## config.mk

```make
export PLATFORM = sky130hd
export DESIGN_NAME = multiplicador_mantiza_seq
export DESIGN_NICKNAME = d
export VERILOG_FILES = /design/src/rtl/multiplicador_pkg.sv /design/src/rtl/multiplicador_mantiza_seq_redondeo.sv /design/src/rtl/multiplicador_mantiza_seq.sv
export SDC_FILE = /design/constraint.sdc
export NUM_CORES = 1
export LEC_CHECK = 0
export BUFFER_PORTS_ARGS = -buffer_cell sky130_fd_sc_hd__buf_2
export CELL_PAD_IN_SITES_DETAIL_PLACEMENT = 1
export CELL_PAD_IN_SITES_GLOBAL_PLACEMENT = 1
export CORE_ASPECT_RATIO = 0.6
export CORE_MARGIN = 10
export CORE_UTILIZATION = 35
export CTS_CLUSTER_DIAMETER = 80
export DETAILED_ROUTE_END_ITERATION = 6
export HOLD_SLACK_MARGIN = 0.15
export PLACE_DENSITY_LB_ADDON = 0.15
export SLEW_MARGIN = 20
export SYNTH_ARGS = -nofsm -noshare
export SYNTH_HDL_FRONTEND = slang
export SYNTH_SLANG_ARGS = --single-unit
```

## constraint.sdc

```tcl
create_clock -name clk -period 2.85 [get_ports clk]
set_input_delay 0.57 -clock clk [delete_from_list [all_inputs] [get_ports clk]]
set_output_delay 0.57 -clock clk [all_outputs]
set_load 0.05 [all_outputs]
```

## src/rtl/multiplicador_pkg.sv

```systemverilog
// Shared definitions for the sequential mantissa multiplier: FSM encoding
// and rounding mode constants.
package multiplicador_pkg;

  localparam logic [1:0] ST_IDLE = 2'd0;
  localparam logic [1:0] ST_CALC = 2'd1;
  localparam logic [1:0] ST_NORM = 2'd2;
  localparam logic [1:0] ST_DONE = 2'd3;

  typedef enum logic [1:0] {
    IDLE = ST_IDLE,
    CALC = ST_CALC,
    NORM = ST_NORM,
    DONE = ST_DONE
  } estado_t;

  localparam logic RND_TRUNC = 1'b0;
  localparam logic RND_RNE   = 1'b1;

endpackage

```

## src/rtl/multiplicador_mantiza_seq_redondeo.sv

```systemverilog
// Combinational normalise + round of a (2N+2)-bit mantissa product in [1,4).
module redondeo_mantiza
  import multiplicador_pkg::*;
#(
  parameter int NB_MANTIZA = 8
) (
  input  logic [2*NB_MANTIZA+1:0] i_producto,
  input  logic                    i_modo,
  output logic [NB_MANTIZA-1:0]   o_frac,
  output logic                    o_aviso,
  output logic                    o_inexacto
);

  localparam int MSB = 2*NB_MANTIZA+1;

  logic [NB_MANTIZA-1:0] frac_norm_s;
  logic                  aviso_norm_s;
  logic                  guard_s;
  logic                  sticky_s;
  logic                  sube_s;
  logic [NB_MANTIZA:0]   suma_s;

  // Pick the fraction window by the product's top bit, then apply rounding;
  // a carry out of the fraction bumps the exponent and leaves frac at zero.
  always_comb begin
    frac_norm_s  = {NB_MANTIZA{1'b0}};
    aviso_norm_s = 1'b0;
    guard_s      = 1'b0;
    sticky_s     = 1'b0;
    if (i_producto[MSB]) begin
      aviso_norm_s = 1'b1;
      frac_norm_s  = i_producto[2*NB_MANTIZA:NB_MANTIZA+1];
      guard_s      = i_producto[NB_MANTIZA];
      sticky_s     = |i_producto[NB_MANTIZA-1:0];
    end else begin
      aviso_norm_s = 1'b0;
      frac_norm_s  = i_producto[2*NB_MANTIZA-1:NB_MANTIZA];
      guard_s      = i_producto[NB_MANTIZA-1];
      sticky_s     = |i_producto[NB_MANTIZA-2:0];
    end
    sube_s = (i_modo == RND_RNE) & guard_s & (sticky_s | frac_norm_s[0]);
    suma_s = {1'b0, frac_norm_s} + {{NB_MANTIZA{1'b0}}, sube_s};
  end

  assign o_frac     = suma_s[NB_MANTIZA-1:0];
  assign o_aviso    = aviso_norm_s | suma_s[NB_MANTIZA];
  assign o_inexacto = guard_s | sticky_s;

endmodule

```

## src/rtl/multiplicador_mantiza_seq.sv

```systemverilog
// Iterative shift-add mantissa multiplier (hidden bit implied) with
// normalisation, selectable truncate / round-to-nearest-even, and
// valid/ready handshakes on both sides.
module multiplicador_mantiza_seq
  import multiplicador_pkg::*;
#(
  parameter int NB_MANTIZA = 8
) (
  input  logic                  clk,
  input  logic                  i_reset,
  input  logic                  i_valid,
  output logic                  o_ready,
  input  logic [NB_MANTIZA-1:0] i_mantiza_1,
  input  logic [NB_MANTIZA-1:0] i_mantiza_2,
  input  logic                  i_redondeo,
  output logic                  o_valid,
  input  logic                  i_ready,
  output logic [NB_MANTIZA-1:0] o_mantiza,
  output logic                  o_aviso_exponente,
  output logic                  o_inexacto
);

  localparam int NB_PROD = 2*NB_MANTIZA+2;
  localparam int NB_CNT  = $clog2(NB_MANTIZA+2);
  localparam logic [NB_CNT-1:0] CNT_LAST = NB_CNT'(NB_MANTIZA);
  localparam logic [NB_CNT-1:0] CNT_ONE  = NB_CNT'(1);

  estado_t               state_r;
  estado_t               state_next_s;
  logic [NB_PROD-1:0]    mcand_r;
  logic [NB_MANTIZA:0]   mplier_r;
  logic [NB_PROD-1:0]    acc_r;
  logic [NB_CNT-1:0]     cnt_r;
  logic                  modo_r;
  logic                  ready_r;
  logic                  valid_r;
  logic [NB_MANTIZA-1:0] mantiza_r;
  logic                  aviso_r;
  logic                  inexacto_r;
  logic [NB_MANTIZA-1:0] frac_s;
  logic                  aviso_s;
  logic                  inexacto_s;

  // State register.
  always_ff @(posedge clk) begin
    if (i_reset) begin
      state_r <= IDLE;
    end else begin
      state_r <= state_next_s;
    end
  end

  // Next-state logic: accept in IDLE, N+1 shift-add cycles, one normalise
  // cycle, then hold the result until the consumer takes it.
  always_comb begin
    state_next_s = state_r;
    case (state_r)
      IDLE: begin
        if (i_valid) begin
          state_next_s = CALC;
        end else begin
          state_next_s = IDLE;
        end
      end
      CALC: begin
        if (cnt_r == CNT_LAST) begin
          state_next_s = NORM;
        end else begin
          state_next_s = CALC;
        end
      end
      NORM: begin
        state_next_s = DONE;
      end
      DONE: begin
        if (i_ready) begin
          state_next_s = IDLE;
        end else begin
          state_next_s = DONE;
        end
      end
      default: begin
        state_next_s = IDLE;
      end
    endcase
  end

  // Operand capture and LSB-first shift-add; the multiplicand shifts left
  // so the accumulator always adds an aligned partial product.
  always_ff @(posedge clk) begin
    if (i_reset) begin
      mcand_r  <= {NB_PROD{1'b0}};
      mplier_r <= {(NB_MANTIZA+1){1'b0}};
      acc_r    <= {NB_PROD{1'b0}};
      cnt_r    <= {NB_CNT{1'b0}};
      modo_r   <= RND_TRUNC;
    end else begin
      case (state_r)
        IDLE: begin
          if (i_valid) begin
            mcand_r  <= {{(NB_MANTIZA+1){1'b0}}, 1'b1, i_mantiza_1};
            mplier_r <= {1'b1, i_mantiza_2};
            acc_r    <= {NB_PROD{1'b0}};
            cnt_r    <= {NB_CNT{1'b0}};
            modo_r   <= i_redondeo;
          end
        end
        CALC: begin
          if (mplier_r[0]) begin
            acc_r <= acc_r + mcand_r;
          end
          mcand_r  <= {mcand_r[NB_PROD-2:0], 1'b0};
          mplier_r <= {1'b0, mplier_r[NB_MANTIZA:1]};
          cnt_r    <= cnt_r + CNT_ONE;
        end
        default: begin
        end
      endcase
    end
  end

  redondeo_mantiza #(
    .NB_MANTIZA (NB_MANTIZA)
  ) u_redondeo (
    .i_producto (acc_r),
    .i_modo     (modo_r),
    .o_frac     (frac_s),
    .o_aviso    (aviso_s),
    .o_inexacto (inexacto_s)
  );

  // Handshake flags follow the upcoming state so they are registered and
  // line up with the state they describe.
  always_ff @(posedge clk) begin
    if (i_reset) begin
      ready_r <= 1'b1;
      valid_r <= 1'b0;
    end else begin
      ready_r <= (state_next_s == IDLE);
      valid_r <= (state_next_s == DONE);
    end
  end

  // Result registers load only in NORM and otherwise keep their last value.
  always_ff @(posedge clk) begin
    if (i_reset) begin
      mantiza_r  <= {NB_MANTIZA{1'b0}};
      aviso_r    <= 1'b0;
      inexacto_r <= 1'b0;
    end else if (state_r == NORM) begin
      mantiza_r  <= frac_s;
      aviso_r    <= aviso_s;
      inexacto_r <= inexacto_s;
    end
  end

  assign o_ready           = ready_r;
  assign o_valid           = valid_r;
  assign o_mantiza         = mantiza_r;
  assign o_aviso_exponente = aviso_r;
  assign o_inexacto        = inexacto_r;

endmodule
```

* Yosys cells after proc, flatten, opt, wreduce, memory -nomap -nowiden
Index checks and enable logic that the tools add are counted.
** Storage, ports and cells
- Register bits after elaboration :: 64
- Output and inout port bits :: 12
** Operators by class
- Reduce and logical (&&, ||, !) cells :: 8
- Bitwise operators :: 5
- Multiplexer cells :: 17
- Add/sub/neg operators :: 3
- Equal/unequal tests :: 7
** Operator list (count)
- $pmux W18 S2 :: 2
- $mux W18 :: 3
- $add A18 B18 Y18 :: 1
- $pmux W9 S2 :: 1
- $add A8 B1 Y9 :: 1
- $mux W9 :: 1
- $mux W8 :: 1
- $pmux W2 S4 :: 1
- $pmux W4 S2 :: 1
- $reduce_or A8 Y1 :: 1
- $reduce_or A7 Y1 :: 1
- $eq A2 B2 Y1 const B :: 3
- $add A4 B1 Y4 const B :: 1
- $eq A4 B4 Y1 const B :: 1
- $logic_not A2 Y1 :: 2
- $mux W1 :: 4
- $mux W2 :: 2
- $mux W4 :: 1
- $ne A2 B2 Y1 const B :: 2
- $reduce_and A2 Y1 :: 2
- $or A1 B1 Y1 :: 3
- $reduce_and A3 Y1 :: 1
- $and A1 B1 Y1 :: 2
- $eq A2 B1 Y1 const B :: 1
- $reduce_bool A2 Y1 :: 1

* Longest topological paths before layout
Gate-level depths: netlist (run 1).
- Depth in word-level cells :: 6
- Gate-level depth with buffers :: 13
- Mapped depth without buffers :: 11

* Hierarchy
A second synthesis (run 1) with hierarchy kept.
** Second synthesis, totals
- Cells, all modules :: 437
- Area total of the unflattened synthesis :: 3624.7 µm²
** Modules (own cells, without submodules)
- multiplicador_mantiza_seq :: instances 1, cells each 383, area each 3273.1 µm²
- redondeo_mantiza :: instances 1, cells each 54, area each 351.6 µm²

* Least setup slack after synthesis (run 1)
OpenSTA, ideal clock, no wires.
- Path type :: register -> register
- Start point :: register acc_r[17]
- End point :: register mantiza_r[6], in the netlist o_mantiza[6]
- Buffers on the path :: 1
- Stages on the path, launching flop included :: 10
- Arrival :: 2371 ps
- Setup slack :: 347 ps
- Period minus slack after synthesis :: 2503 ps
- Setup time :: 132 ps
- Cell sequence :: dfxtp_1 -> buf_2 -> mux2_2 -> o311a_1 -> ha_1 -> ha_1 -> and3_1 -> and3_1 -> o311ai_0 -> a21oi_1
** On the way
- Word-level cells in the longest chain between the ends :: 4
- Elaborated cells on any way between the ends :: 7
- Classes of those cells :: add/sub (1); mux (3); bitwise (3)
** Ends and longest elaborated chain
- from (decl) :: RTL line multiplicador_mantiza_seq.sv:32 : logic [NB_PROD-1:0] acc_r;
- from (signal assigned) :: RTL line multiplicador_mantiza_seq.sv:94 : acc_r <= {NB_PROD{1'b0}};
- from (signal assigned) :: RTL line multiplicador_mantiza_seq.sv:103 : acc_r <= {NB_PROD{1'b0}};
- from (signal assigned) :: RTL line multiplicador_mantiza_seq.sv:110 : acc_r <= acc_r + mcand_r;
- $mux W1 or $mux W8 (tied branches) :: RTL line multiplicador_mantiza_seq_redondeo.sv:30 : if (i_producto[MSB]) begin
- $and A1 B1 Y1 or $or A1 B1 Y1 (tied branches) :: RTL line multiplicador_mantiza_seq_redondeo.sv:41 : sube_s = (i_modo == RND_RNE) & guard_s & (sticky_s | frac_norm_s[0]);
- $and A1 B1 Y1 :: RTL line multiplicador_mantiza_seq_redondeo.sv:41
- $add A8 B1 Y9 (*) :: RTL line multiplicador_mantiza_seq_redondeo.sv:42 : suma_s = {1'b0, frac_norm_s} + {{NB_MANTIZA{1'b0}}, sube_s};
- to (signal assigned) :: RTL line multiplicador_mantiza_seq.sv:147 : mantiza_r <= {NB_MANTIZA{1'b0}};
- to (signal assigned) :: RTL line multiplicador_mantiza_seq.sv:151 : mantiza_r <= frac_s;
- to (decl) :: RTL line multiplicador_mantiza_seq.sv:37 : logic [NB_MANTIZA-1:0] mantiza_r;
Mark *: on every way between the ends. The rest lies on a longest branch, timed or not.
A chain may end at the register's enable or synchronous reset.

* Worst setup path after layout (run 1)
Ends and elaborated chain as after synthesis.

==> summary.md, run 1 <==
| Metric | Value |
|---|---|
| Boundary pin count | `33` |
| Buffers on Ports | `32` |
| Area contributors post-synth | `dfxtp_1 35%, ha_1 7.2%, nor2_1 5.5%` |
| Setup TNS | `0 ns` |
| Number of flops mapped to enable cells by yosys | `0` |
| CP peak stage delay | `approximately 0.43 ns` |
| TritonRoute pass-1 iters | `4` |
| Reg2Reg Depth | `8` |
| Die height | `99.3 um` |
| Top cells by count, synth | `64 x dfxtp_1, 54 x nor2_1, 50 x nand2_1` |
| Initial antenna violation count | `0` |
| Number of global-route vias before repair | `about 3300` |
| Achievable frequency | `about 0.38 GHz` |
| Fin nets | `519` |
| CP Data Arrival Time | `around 2.8 ns` |
| Post-synthesis register bit count | `between 60 and 70` |
| Ys async rst share | `0%` |
| GP Congestion | `approximately 0.86` |
| CORE AREA | `10000 um^2` |
| Clock Tree Buf Depth | `2` |
| Routed Antenna Nets | `0` |
| Wire per inst | `18.1 um` |
| CP Capture Type | `flop` |
| Tot GR Track Use | `around 15%` |
| Global-route wire length before repair | `~18 mm` |
| Hold path cells | `2` |
| Crit path launch | `acc_r[17]` |
| Via count | `3345` |
| Setup WS post-layout | `between 0.2 and 0.25 ns` |
| Worst R2R End | `o_mantiza[6]` |
| Final hold slack | `roughly 0.45 ns` |
| R2r startpoint | `acc_r[17]` |
| Die area | `around 15000 um^2` |
| CTS Buf Count | `9` |
| Hold Path Sink | `o_mantiza[6]` |
| Row count | `28` |
| Worst min-delay path startpoint | `o_mantiza[6]` |
| Share of cells above drive strength 1 | `between 10% and 20%` |
| CP startpoint kind | `flop` |
| Maxcap violations | `0` |
| Post-CTS setup buffers | `0` |
| Largest net degree at the start of global routing | `44` |
| GRT Residual Overflow | `0` |
| Initial Util | `between 30% and 40%` |
| Reg2reg setup slack | `about 0.22 ns` |
| Lkg Pwr | `roughly 1.8 nW` |
| Syn-to-layout area delta | `18.8%` |
| Register Area | `between 1000 and 1500 um^2` |
| Synth Flop Type | `dfxtp_1` |
| Hold Violations, Final | `0` |
| Setup violators final | `0` |
| Clk sinks | `64` |
| RSZ-0062 raised after global routing | `false` |
| Yosys warnings | `0` |
| CTS tree | `done` |
| Routed WL | `between 10 and 15 mm` |
| Required @ worst endpoint | `3.05 ns` |
| Starting DRT DRC Count | `between 150 and 200` |
| CTS H-tree depth | `3` |
| WS Path Type | `reg2reg` |
| Peak VDD IR | `between 0.3 and 0.4 mV` |
| Final Util | `a little over two fifths` |
| Crit path max fanout | `6` |
| Clk root buf | `clkbuf_16` |
| Final period utilization | `a little over 90%` |
| PD cells | `601 nW/um^2` |
| DP Wirelength | `around 8.5 mm` |
| Mapped Nets | `491` |
| Cells after Synth | `~450` |
| # DRC | `0` |
| Multi-input gate area | `2170 um^2` |
| Skew final | `between 0.005 and 0.006 ns` |
| Synthesized area | `roughly 3700 um^2` |
| Cell with the most instances after synthesis | `dfxtp_1` |
| CP top delay family | `compound AO/OA/AOI/OAI gates` |
| Fill count | `about 1200` |
| Least-Margin Pin Slew | `roughly 0.74 ns` |
| Worst path slowest cell | `dfxtp_1` |
| Number of buffers and inverters on the critical path | `0` |
| Clk_lat worst skew | `about 0.34 ns` |
| Drt via density | `roughly 5.4` |
| Total Power | `between 2 and 3 mW` |
| Clk slew on worst S/H paths | `roughly 0.050 ns` |
| Synth top area share | `a little over a third` |
| Fin. max-slew vios | `0` |
| Die W | `152 um` |
| Post-synthesis sequential area ratio | `34.9%` |
| CP Cell Sequence | `mux2_2 -> o311a_1 -> ha_1 -> ha_1 -> and3_1 -> and3_1 -> o311ai_0 -> a21oi_1` |
| Relative slew slack | `approximately 50%` |
| Synth cell types | `66` |
| Minimum clock period after layout | `approximately 2.6 ns` |
| Status | `finished, final reports clean` |
| N_diodes | `0` |
| Syn Area/Cell | `~8.2 um^2` |
| Dpl ws | `between 0.15 and 0.2 ns` |
| Cell taking the most area after synthesis | `dfxtp_1` |
| Hold Crit Class | `reg2reg` |
-- power breakdown --
group	total (mW)	leakage (nW)	switching (mW)	internal, mW
sequential	0.948	0.521	0.0217	0.926
clock	1.46	0.186	0.424	1.03
combinational	0.211	1.11	0.133	0.0787
-- layout make-up --
class                           count  share of cell area, %
Multi-Input combinational cell    332                   49.7
Sequential cell                    64                   29.4
Inverter                           24                   2.07
Tap cell                          135                   3.88
Clock buffer                        9                   5.17
Clock inverter                      7                   3.82
Timing Repair Buffer               45                   5.92
-- layer usage --
metal | vias to the layer above | GRT usage [%] | wire length, um
met2 | 45 | 20.6 | 4440
met3 | 8 | 3.66 | 394
met5 | - | 0 | 0
met1 | 1613 | 21.7 | 6200
met4 | 0 | 3.98 | 102
li1 | 1679 | - | -
-- how the worst max path moves through the flow --
stage,end,slack (ns),cells past startpoint
4_1_cts,o_mantiza[6],0.14,9
3_5_place_dp,o_mantiza[6],0.16,9
6_report,o_mantiza[6],0.22,8
2_1_floorplan,o_mantiza[6],0.35,9
5_1_grt,o_mantiza[6],0.07,8
3_3_place_gp,o_mantiza[6],0.32,9
-- timing repair --
| item | in CTS | in global routing |
|---|---|---|
| hold buffers | 0 | 0 |
| resized for setup | 0 | 1 |
| setup endpoints to repair | 0 | 1 |
-- cells by family (layout without fill, tap and decap cells) --
kind of cell	after synthesis	count (layout)	synth area share [%]
AOI/OAI and AO/OA	138	138	27.1
buffers and inverters	52	85	6.14
muxes	8	8	2.32
and+or+nand+nor	153	153	19.1
xor gates and xnor gates	11	11	2.63
adders and majority gates	22	22	7.71
DFF	64	64	34.9
-- worst reg2reg max path, stage by stage (launching register included) --
cell and delay [ns]:
dfxtp_1 0.43, mux2_2 0.40, o311a_1 0.38, ha_1 0.23, ha_1 0.23, and3_1 0.21
and3_1 0.19, o311ai_0 0.32, a21oi_1 0.10
-- state kept, by name, summed over array words and instances (netlist names) --
register           cells
acc_r                 18
o_aviso_exponente      1
modo_r                 1
state_r                2
cnt_r                  4
mplier_r               9
o_inexacto             1
o_ready                1
mcand_r               18
o_valid                1
o_mantiza              8
-- cell usage in the layout (no fill, tap or decap), types with 2 or more instances in the layout --
cell,Yosys,routed
a211oi_1,7,7
a21o_1,8,8
a21oi_1,32,32
a21oi_2,2,2
a221oi_1,13,13
a22oi_1,18,18
and3_1,7,7
buf_2,12,32
buf_4,2,13
bufinv_16,0,5
clkbuf_16,0,9
dfxtp_1,64,64
ha_1,21,21
inv_1,23,23
mux2_2,4,4
mux2i_1,4,4
nand2_1,50,50
nand2b_1,5,5
nand3_1,8,8
nand4_1,4,4
nor2_1,54,54
nor2b_1,3,3
nor3_1,10,10
nor4_1,3,2
o21a_1,3,3
o21ai_0,11,11
o21ai_1,5,5
o21bai_1,2,2
o22ai_1,9,9
o2bb2ai_1,6,6
xnor2_1,9,9
xor2_1,2,2
-- stage by stage --
step | instance area [um^2] | cells
6_report | 4360 | 616
5_1_grt | 4360 | 616
4_1_cts | 4350 | 616
3_5_place_dp | 3960 | 600
3_3_place_gp | 3960 | 600
2_1_floorplan | 3670 | 448
(Power assumes the default switching activity.)
==> run 2, diff against run 1 <==
Settings changed: SYNTH_HIERARCHICAL set to 1.
==> run 2 against run 1 <==
Cell area shrank 2.9%. Sequential cell count is the same. Wire length shrank 1.9%. Maximum frequency shrank 2.7%. Non-clock buffer count shrank 3. Clock power shrank 25%. Clock skew grew 0.0025 ns. First-iteration DRC count shrank 16%. Highest routed layer unchanged.
==> summary.md, run 2 <==
| Metric | Value |
|---|---|
| Least-Margin Pin Slew | `0.892 ns (was 0.745 ns)` |
| Synth Area in Simple Gates | `19.2% (was 19.1%)` |
| WP depth | `10 (was 8)` |
| Sequential Power Share | `42.1% (was 36.2%)` |
| Maxcap violations | `0 (unchanged)` |
| Adder-Cell Fraction of Synth Area | `7.46% (was 7.71%)` |
| Boundary pin count | `33 (unchanged)` |
| Yosys warnings | `6 (was 0)` |
| Routed WL | `10.9 mm (was 11.1 mm)` |
| CP Capture Type | `flop (unchanged)` |
| Lkg Pwr | `1.70 nW (was 1.82 nW)` |
| CP startpoint kind | `flop (unchanged)` |
| Area contributors post-synth | `dfxtp_1 35%, ha_1 6.9%, nand2_1 5.6% (was dfxtp_1 35%, ha_1 7.2%, nor2_1 5.5%)` |
| Largest family of logic cells by synthesized area | `compound AO/OA/AOI/OAI gates (unchanged)` |
| N_diodes | `0 (unchanged)` |
| Most used cell, CP | `nor2b_2` |
| Switching power total | `0.575 mW (was 0.579 mW)` |
| Skew final | `0.00846 ns (was 0.00592 ns)` |
| Crit path max fanout | `3 (was 6)` |
| Total Power | `2.26 mW (was 2.62 mW)` |
| Wire per inst | `18.0 um (was 18.1 um)` |
| CTS H-tree depth | `3 (unchanged)` |
| Ys async rst share | `0% (unchanged)` |
| Post-CTS setup buffers | `0 (unchanged)` |
| Syn Area/Cell | `8.29 um^2 (was 8.18 um^2)` |
| CORE AREA | `9980 um^2 (was 10000 um^2)` |
| Synth cell types | `62 (was 66)` |
| Clk root buf | `clkbuf_16 (unchanged)` |
| Global-route wire length before repair | `18.0 mm (was 18.3 mm)` |
| Required @ worst endpoint | `3.13 ns (was 3.05 ns)` |
| Hold Crit Class | `reg2reg (unchanged)` |
| Initial antenna violation count | `0 (unchanged)` |
| Cell with the most instances after synthesis | `dfxtp_1 (unchanged)` |
| CP top delay family | `compound AO/OA/AOI/OAI gates (unchanged)` |
| Hold Violations, Final | `0 (unchanged)` |
| Die area | `15000 um^2 (was 15100 um^2)` |
| Mapped Nets | `479 (was 491)` |
| Clk slew on worst S/H paths | `0.05 ns (about the same)` |
| Hold path cells | `2 (unchanged)` |
| Clock power frac | `48.7% (was 55.7%)` |
| Top flop regs | `acc_r: 18 flops, mcand_r: 18 flops, mplier_r: 9 flops (unchanged)` |
| PD cells | `533 nW/um^2 (was 601 nW/um^2)` |
| Relative slew slack | `40.4% (was 50.2%)` |
| Achievable frequency | `0.370 GHz (was 0.381 GHz)` |
| Setup TNS | `0 ns (unchanged)` |
| Final period utilization | `94.7% (was 92.1%)` |
| Share of cells above drive strength 1 | `15.7% (was 16.4%)` |
| Buffers on Ports | `32 (unchanged)` |
| Number of flops mapped to enable cells by yosys | `0 (unchanged)` |
| Row count | `28 (unchanged)` |
| Xor and xnor area share after synthesis | `3.87% (was 2.63%)` |
| Die height | `98.8 um (was 99.3 um)` |
| Switching share of total power | `25.5% (was 22.1%)` |
| RSZ-0062 raised after global routing | `false (unchanged)` |
| Post-CTS Resized | `0 (unchanged)` |
| Synth Area in Compound Gates | `26.6% (was 27.1%)` |
| GRT Residual Overflow | `0 (unchanged)` |
| Dpl cells | `590 (was 600)` |
| Number of global-route vias before repair | `3265 (was 3305)` |
| Fin. max-slew vios | `0 (unchanged)` |
| Worst path slowest cell | `fa_1 (was dfxtp_1)` |
| Synth Flop Type | `dfxtp_1 (unchanged)` |
| Fin nets | `508 (was 519)` |
| Clk sinks | `64 (unchanged)` |
| Post-synthesis register bit count | `64 (unchanged)` |
| CTS Buf Count | `9 (unchanged)` |
| Top cells by count, synth | `64 x dfxtp_1, 54 x nand2_1, 38 x nor2_1 (was 64 x dfxtp_1, 54 x nor2_1, 50 x nand2_1)` |
| Minimum clock period after layout | `2.70 ns (was 2.63 ns)` |
| CP Cell Sequence | `ha_1 -> inv_1 -> fa_1 -> nor2b_2 -> o2111ai_1 -> a21oi_2 -> nor2b_2 -> o311a_4 -> or4_1 -> nand3_1 (was mux2_2 -> o311a_1 -> ha_1 -> ha_1 -> and3_1 -> and3_1 -> o311ai_0 -> a21oi_1)` |
| Post-Layout Cell Count | `606 (was 616)` |
| Hold buffer count at CTS | `0 (unchanged)` |
| Pint | `1.68 mW (was 2.04 mW)` |
| Initial Util | `36.3% (was 36.6%)` |
| WS Path Type | `reg2reg (unchanged)` |
| Tot GR Track Use | `15.0% (was 14.8%)` |
| Setup violators final | `0 (unchanged)` |
| Starting DRT DRC Count | `159 (was 190)` |
| Drt via density | `5.45 (was 5.43)` |
| Status | `finished, final reports clean (unchanged)` |
| Post-synthesis sequential area ratio | `35.3% (was 34.9%)` |
| Die W | `151 um (was 152 um)` |
| GP Congestion | `0.912 (was 0.858)` |
| Mux contribution to synthesized area | `2.00% (was 2.32%)` |
| Peak VDD IR | `0.271 mV (was 0.311 mV)` |
| Comb power frac | `9.2% (was 8.1%)` |
| Synthesized area | `3620 um^2 (was 3670 um^2)` |
| DP Wirelength | `8.17 mm (was 8.49 mm)` |
| Most frequent cells in the layout | `64 x dfxtp_1, 54 x nand2_1, 38 x nor2_1 (was 64 x dfxtp_1, 54 x nor2_1, 50 x nand2_1)` |
| Synth top area share | `35.3% (was 34.9%)` |
| Clock Tree Buf Depth | `2 (unchanged)` |
| TritonRoute pass-1 iters | `4 (unchanged)` |
| Via count | `3305 (was 3345)` |
| # DRC | `0 (unchanged)` |
| Reg2Reg Depth | `10 (was 8)` |
| Syn-to-layout area delta | `16.7% (was 18.8%)` |
| Routed Antenna Nets | `0 (unchanged)` |
| Final hold slack | `0.450 ns (was 0.451 ns)` |
| Number of buffers and inverters on the critical path | `1 (was 0)` |
| CTS tree | `done (unchanged)` |
| Largest net degree at the start of global routing | `45 (was 44)` |
| CP Data Arrival Time | `2.98 ns (was 2.82 ns)` |
| Clk_lat worst skew | `0.34 ns (about the same)` |
| Cell taking the most area after synthesis | `dfxtp_1 (unchanged)` |
| Commonest non-fill, non-tap cell in the layout | `dfxtp_1 (unchanged)` |
| CP peak stage delay | `0.42 ns (was 0.43 ns)` |
| Cells after Synth | `437 (was 448)` |
run 2: worst min-delay path, delay by kind of cell, from the launching register on:
family          cells  cell delay, ns
simple gates        1            0.05
compound gates      1            0.05
flops               1            0.30
run 2: worst paths after layout:
kind	to	start	slack [ns]
worst min register to register	o_mantiza[5]	o_mantiza[5]	0.45
worst max-delay path	acc_r[16]	acc_r[0]	0.15
worst max register to register	acc_r[16]	acc_r[0]	0.15
worst min-delay path	o_mantiza[5]	o_mantiza[5]	0.45
run 2: layer usage:
metal / track usage, % / part of all wire (%) / vias up
met5: 0 / 0 / -
met4: 3.91 / 0.93 / 0
met3: 4.06 / 4.3 / 13
met2: 20.6 / 41 / 48
met1: 22.3 / 54 / 1593
li1: - / - / 1651
run 2: power groups by stage:
stage / logic [mW] / registers (mW) / clock network, mW
after floorplan: 0.141 / 0.964 / 0
after global placement: 0.202 / 0.969 / 0
after detailed placement: 0.206 / 0.970 / 0
after CTS: 0.207 / 0.950 / 1.13
after global routing: 0.230 / 0.954 / 1.17
final: 0.207 / 0.951 / 1.10
run 2: cells by family after synthesis:
group,count (synthesis)
multiplexers,7
XOR/XNOR,16
flip-flops,64
buffers and inverters,51
AO/OA/AOI/OAI,131
AND/OR/NAND/NOR,147
adder cells (fa/ha/maj),21
run 2: area by class of cell:
| cell class | instances | area (um^2) |
|---|---|---|
| clock buffers | 9 | 225 |
| inverters | 27 | 101 |
| clock inverters | 7 | 72.6 |
| well taps | 135 | 169 |
| fillers | 1222 | 5760 |
| multi-input cells | 322 | 2140 |
| flip-flops and latches | 64 | 1280 |
| repair buffers | 42 | 235 |
run 2: stage by stage:
stage          area (um^2)  utilization, %  setup slack, ns
4_1_cts               4230            42.4            0.201
5_1_grt               4230            42.4           0.0619
2_1_floorplan         3620               -            0.502
3_3_place_gp          3930            39.4            0.352
6_report              4230            42.4            0.150
3_5_place_dp          3930            39.4            0.228
==> run 3, diff against run 2 <==
Settings changed: PLACE_DENSITY set to 0.68, PLACE_DENSITY_LB_ADDON 0.15 to not set.
==> run 3 against run 2 <==
Register-to-register slack improved by 0.096 ns. Hold slack improved by 0.0051 ns. Largest power group unchanged. Maximum frequency is 3.7% higher. Setup slack improved by 0.096 ns. Sequential cell count stayed put. Die area unchanged. Critical path type unchanged. Non-clock buffer count fell by 1. Wire length barely moved.
==> summary.md, run 3 (synthesis results as in run 2) <==
| Metric | Value |
|---|---|
| Status | `finished, final reports clean (unchanged)` |
| GRT Residual Overflow | `0 (unchanged)` |
| Hold buffer count at CTS | `0 (unchanged)` |
| Number of global-route vias before repair | `3348 (was 3265)` |
| Initial Util | `36.3% (unchanged)` |
| N_diodes | `0 (unchanged)` |
| Worst path slowest cell | `or4_1 (was fa_1)` |
| DP Wirelength | `8.19 mm (was 8.17 mm)` |
| Boundary pin count | `33 (unchanged)` |
| Peak VDD IR | `0.289 mV (was 0.271 mV)` |
| Total Power | `2.16 mW (was 2.26 mW)` |
| CTS H-tree depth | `3 (unchanged)` |
| Routed Antenna Nets | `0 (unchanged)` |
| Most used cell, CP | `nor2b_2 (unchanged)` |
| Clk root buf | `clkbuf_16 (unchanged)` |
| CP Data Arrival Time | `2.87 ns (was 2.98 ns)` |
| Commonest non-fill, non-tap cell in the layout | `dfxtp_1 (unchanged)` |
| Via count | `3366 (was 3305)` |
| Setup TNS | `0 ns (unchanged)` |
| Wire per inst | `18.1 um (was 18.0 um)` |
| CP Capture Type | `flop (unchanged)` |
| Crit path max fanout | `3 (unchanged)` |
| RSZ-0062 raised after global routing | `false (unchanged)` |
| CTS Buf Count | `9 (unchanged)` |
| Maxcap violations | `0 (unchanged)` |
| Share of cells above drive strength 1 | `15.1% (was 15.7%)` |
| Sequential Power Share | `44.0% (was 42.1%)` |
| CORE AREA | `9980 um^2 (unchanged)` |
| Die W | `151 um (unchanged)` |
| Comb power frac | `9.6% (was 9.2%)` |
| Clk_lat worst skew | `0.33 ns (was 0.34 ns)` |
| Achievable frequency | `0.384 GHz (was 0.370 GHz)` |
| Relative slew slack | `51.1% (was 40.4%)` |
| Skew final | `0.00506 ns (was 0.00846 ns)` |
| Syn-to-layout area delta | `15.7% (was 16.7%)` |
| WS Path Type | `reg2reg (unchanged)` |
| Clk sinks | `64 (unchanged)` |
| PD cells | `516 nW/um^2 (was 533 nW/um^2)` |
| Top flop regs | `acc_r: 18 flops, mcand_r: 18 flops, mplier_r: 9 flops (unchanged)` |
| Pint | `1.61 mW (was 1.68 mW)` |
| Tot GR Track Use | `15.2% (was 15.0%)` |
| Post-Layout Cell Count | `605 (was 606)` |
| Setup violators final | `0 (unchanged)` |
| Global-route wire length before repair | `18.3 mm (was 18.0 mm)` |
| CP startpoint kind | `flop (unchanged)` |
| Row count | `28 (unchanged)` |
| Fin. max-slew vios | `0 (unchanged)` |
| Switching power total | `0.550 mW (was 0.575 mW)` |
| Switching share of total power | `25.4% (was 25.5%)` |
| Required @ worst endpoint | `3.12 ns (was 3.13 ns)` |
| Dpl cells | `588 (was 590)` |
| CTS tree | `done (unchanged)` |
| Clock Tree Buf Depth | `2 (unchanged)` |
| Clk slew on worst S/H paths | `0.06 ns (was 0.05 ns)` |
| Buffers on Ports | `32 (unchanged)` |
| CP peak stage delay | `0.43 ns (was 0.42 ns)` |
| Hold Crit Class | `reg2reg (unchanged)` |
| TritonRoute pass-1 iters | `5 (was 4)` |
| Die area | `15000 um^2 (unchanged)` |
| Least-Margin Pin Slew | `0.731 ns (was 0.892 ns)` |
| Final Util | `42.0% (was 42.4%)` |
| Drt via density | `5.56 (was 5.45)` |
| Initial antenna violation count | `0 (unchanged)` |
| CP Cell Sequence | `ha_1 -> inv_1 -> fa_2 -> nor2b_2 -> o2111ai_1 -> a21oi_2 -> nor2b_2 -> o311a_4 -> or4_1 -> nand3_1 (was ha_1 -> inv_1 -> fa_1 -> nor2b_2 -> o2111ai_1 -> a21oi_2 -> nor2b_2 -> o311a_4 -> or4_1 -> nand3_1)` |
| Minimum clock period after layout | `2.60 ns (was 2.70 ns)` |
| Die height | `98.8 um (unchanged)` |
| Hold Violations, Final | `0 (unchanged)` |
| Clock power frac | `46.4% (was 48.7%)` |
| # DRC | `0 (unchanged)` |
| Largest net degree at the start of global routing | `38 (was 45)` |
| Lkg Pwr | `1.69 nW (was 1.70 nW)` |
| Most frequent cells in the layout | `64 x dfxtp_1, 54 x nand2_1, 38 x nor2_1 (unchanged)` |
| Final period utilization | `91.4% (was 94.7%)` |
| Starting DRT DRC Count | `240 (was 159)` |
| Routed WL | `10.9 mm (about the same)` |
| GP Congestion | `0.929 (was 0.912)` |
| Fin nets | `507 (was 508)` |
## run 3: changes by cell type in the layout (fill, tap and decap cells not counted)
cell	delta
fa_2	+1
clkbuf_8	+1
clkbuf_1	+3
buf_4	-1
fa_1	-1
bufinv_16	-1
clkinv_4	-2
clkinvlp_4	-1
## run 3: critical path, delay by kind of cell (launching register included)
kind | cells | cell delay, ns
compound gates | 3 | 0.78
simple gates | 4 | 0.78
fa+ha+maj | 2 | 0.55
flops | 1 | 0.36
buf+inv | 1 | 0.06
## run 3: layout make-up
type / instances / area (um^2)
multi-input cells: 322 / 2150
clock buffers: 13 / 250
repair buffers: 41 / 228
clock inverters: 3 / 17.5
flip-flops and latches: 64 / 1280
well taps: 135 / 169
fillers: 1202 / 5790
inverters: 27 / 101
## run 3: path summary, 6_finish.rpt
path                  endpoint  depth (start not counted)  slack, ns          from
setup reg to reg     acc_r[16]                         10       0.25    mcand_r[0]
setup / recovery     acc_r[16]                         10       0.25    mcand_r[0]
hold reg to reg   o_mantiza[7]                          2       0.46  o_mantiza[7]
hold / removal    o_mantiza[7]                          2       0.46  o_mantiza[7]
## run 3: through the flow
step	hold WS, ns	instance area [um^2]	setup WS (ns)
6_report	0.455	4190	0.246
3_5_place_dp	0.450	3920	0.194
3_3_place_gp	0.439	3920	0.350
5_1_grt	0.479	4190	0.0750
2_1_floorplan	0.448	3620	0.502
4_1_cts	0.458	4180	0.173
## run 3: repair_timing
action | 4_1_cts | 5_1_grt
gates resized for setup | 0 | 1
endpoints found under the setup margin | 0 | 1
setup buffers | 0 | 1
## run 3: power groups by stage
stage | clock, mW | sequential (mW) | combinational [mW]
after floorplan | 0 | 0.964 | 0.141
after global placement | 0 | 0.969 | 0.200
after detailed placement | 0 | 0.970 | 0.207
after CTS | 1.03 | 0.951 | 0.208
after global routing | 1.07 | 0.955 | 0.234
final | 1.00 | 0.951 | 0.209
## run 3: per-layer routing
| metal | wire length (um) | track usage (%) |
|---|---|---|
| met1 | 5980 | 23.4 |
| met3 | 655 | 3.93 |
| met4 | 118 | 3.17 |
| met5 | 0 | 0 |
| met2 | 4180 | 20.2 |
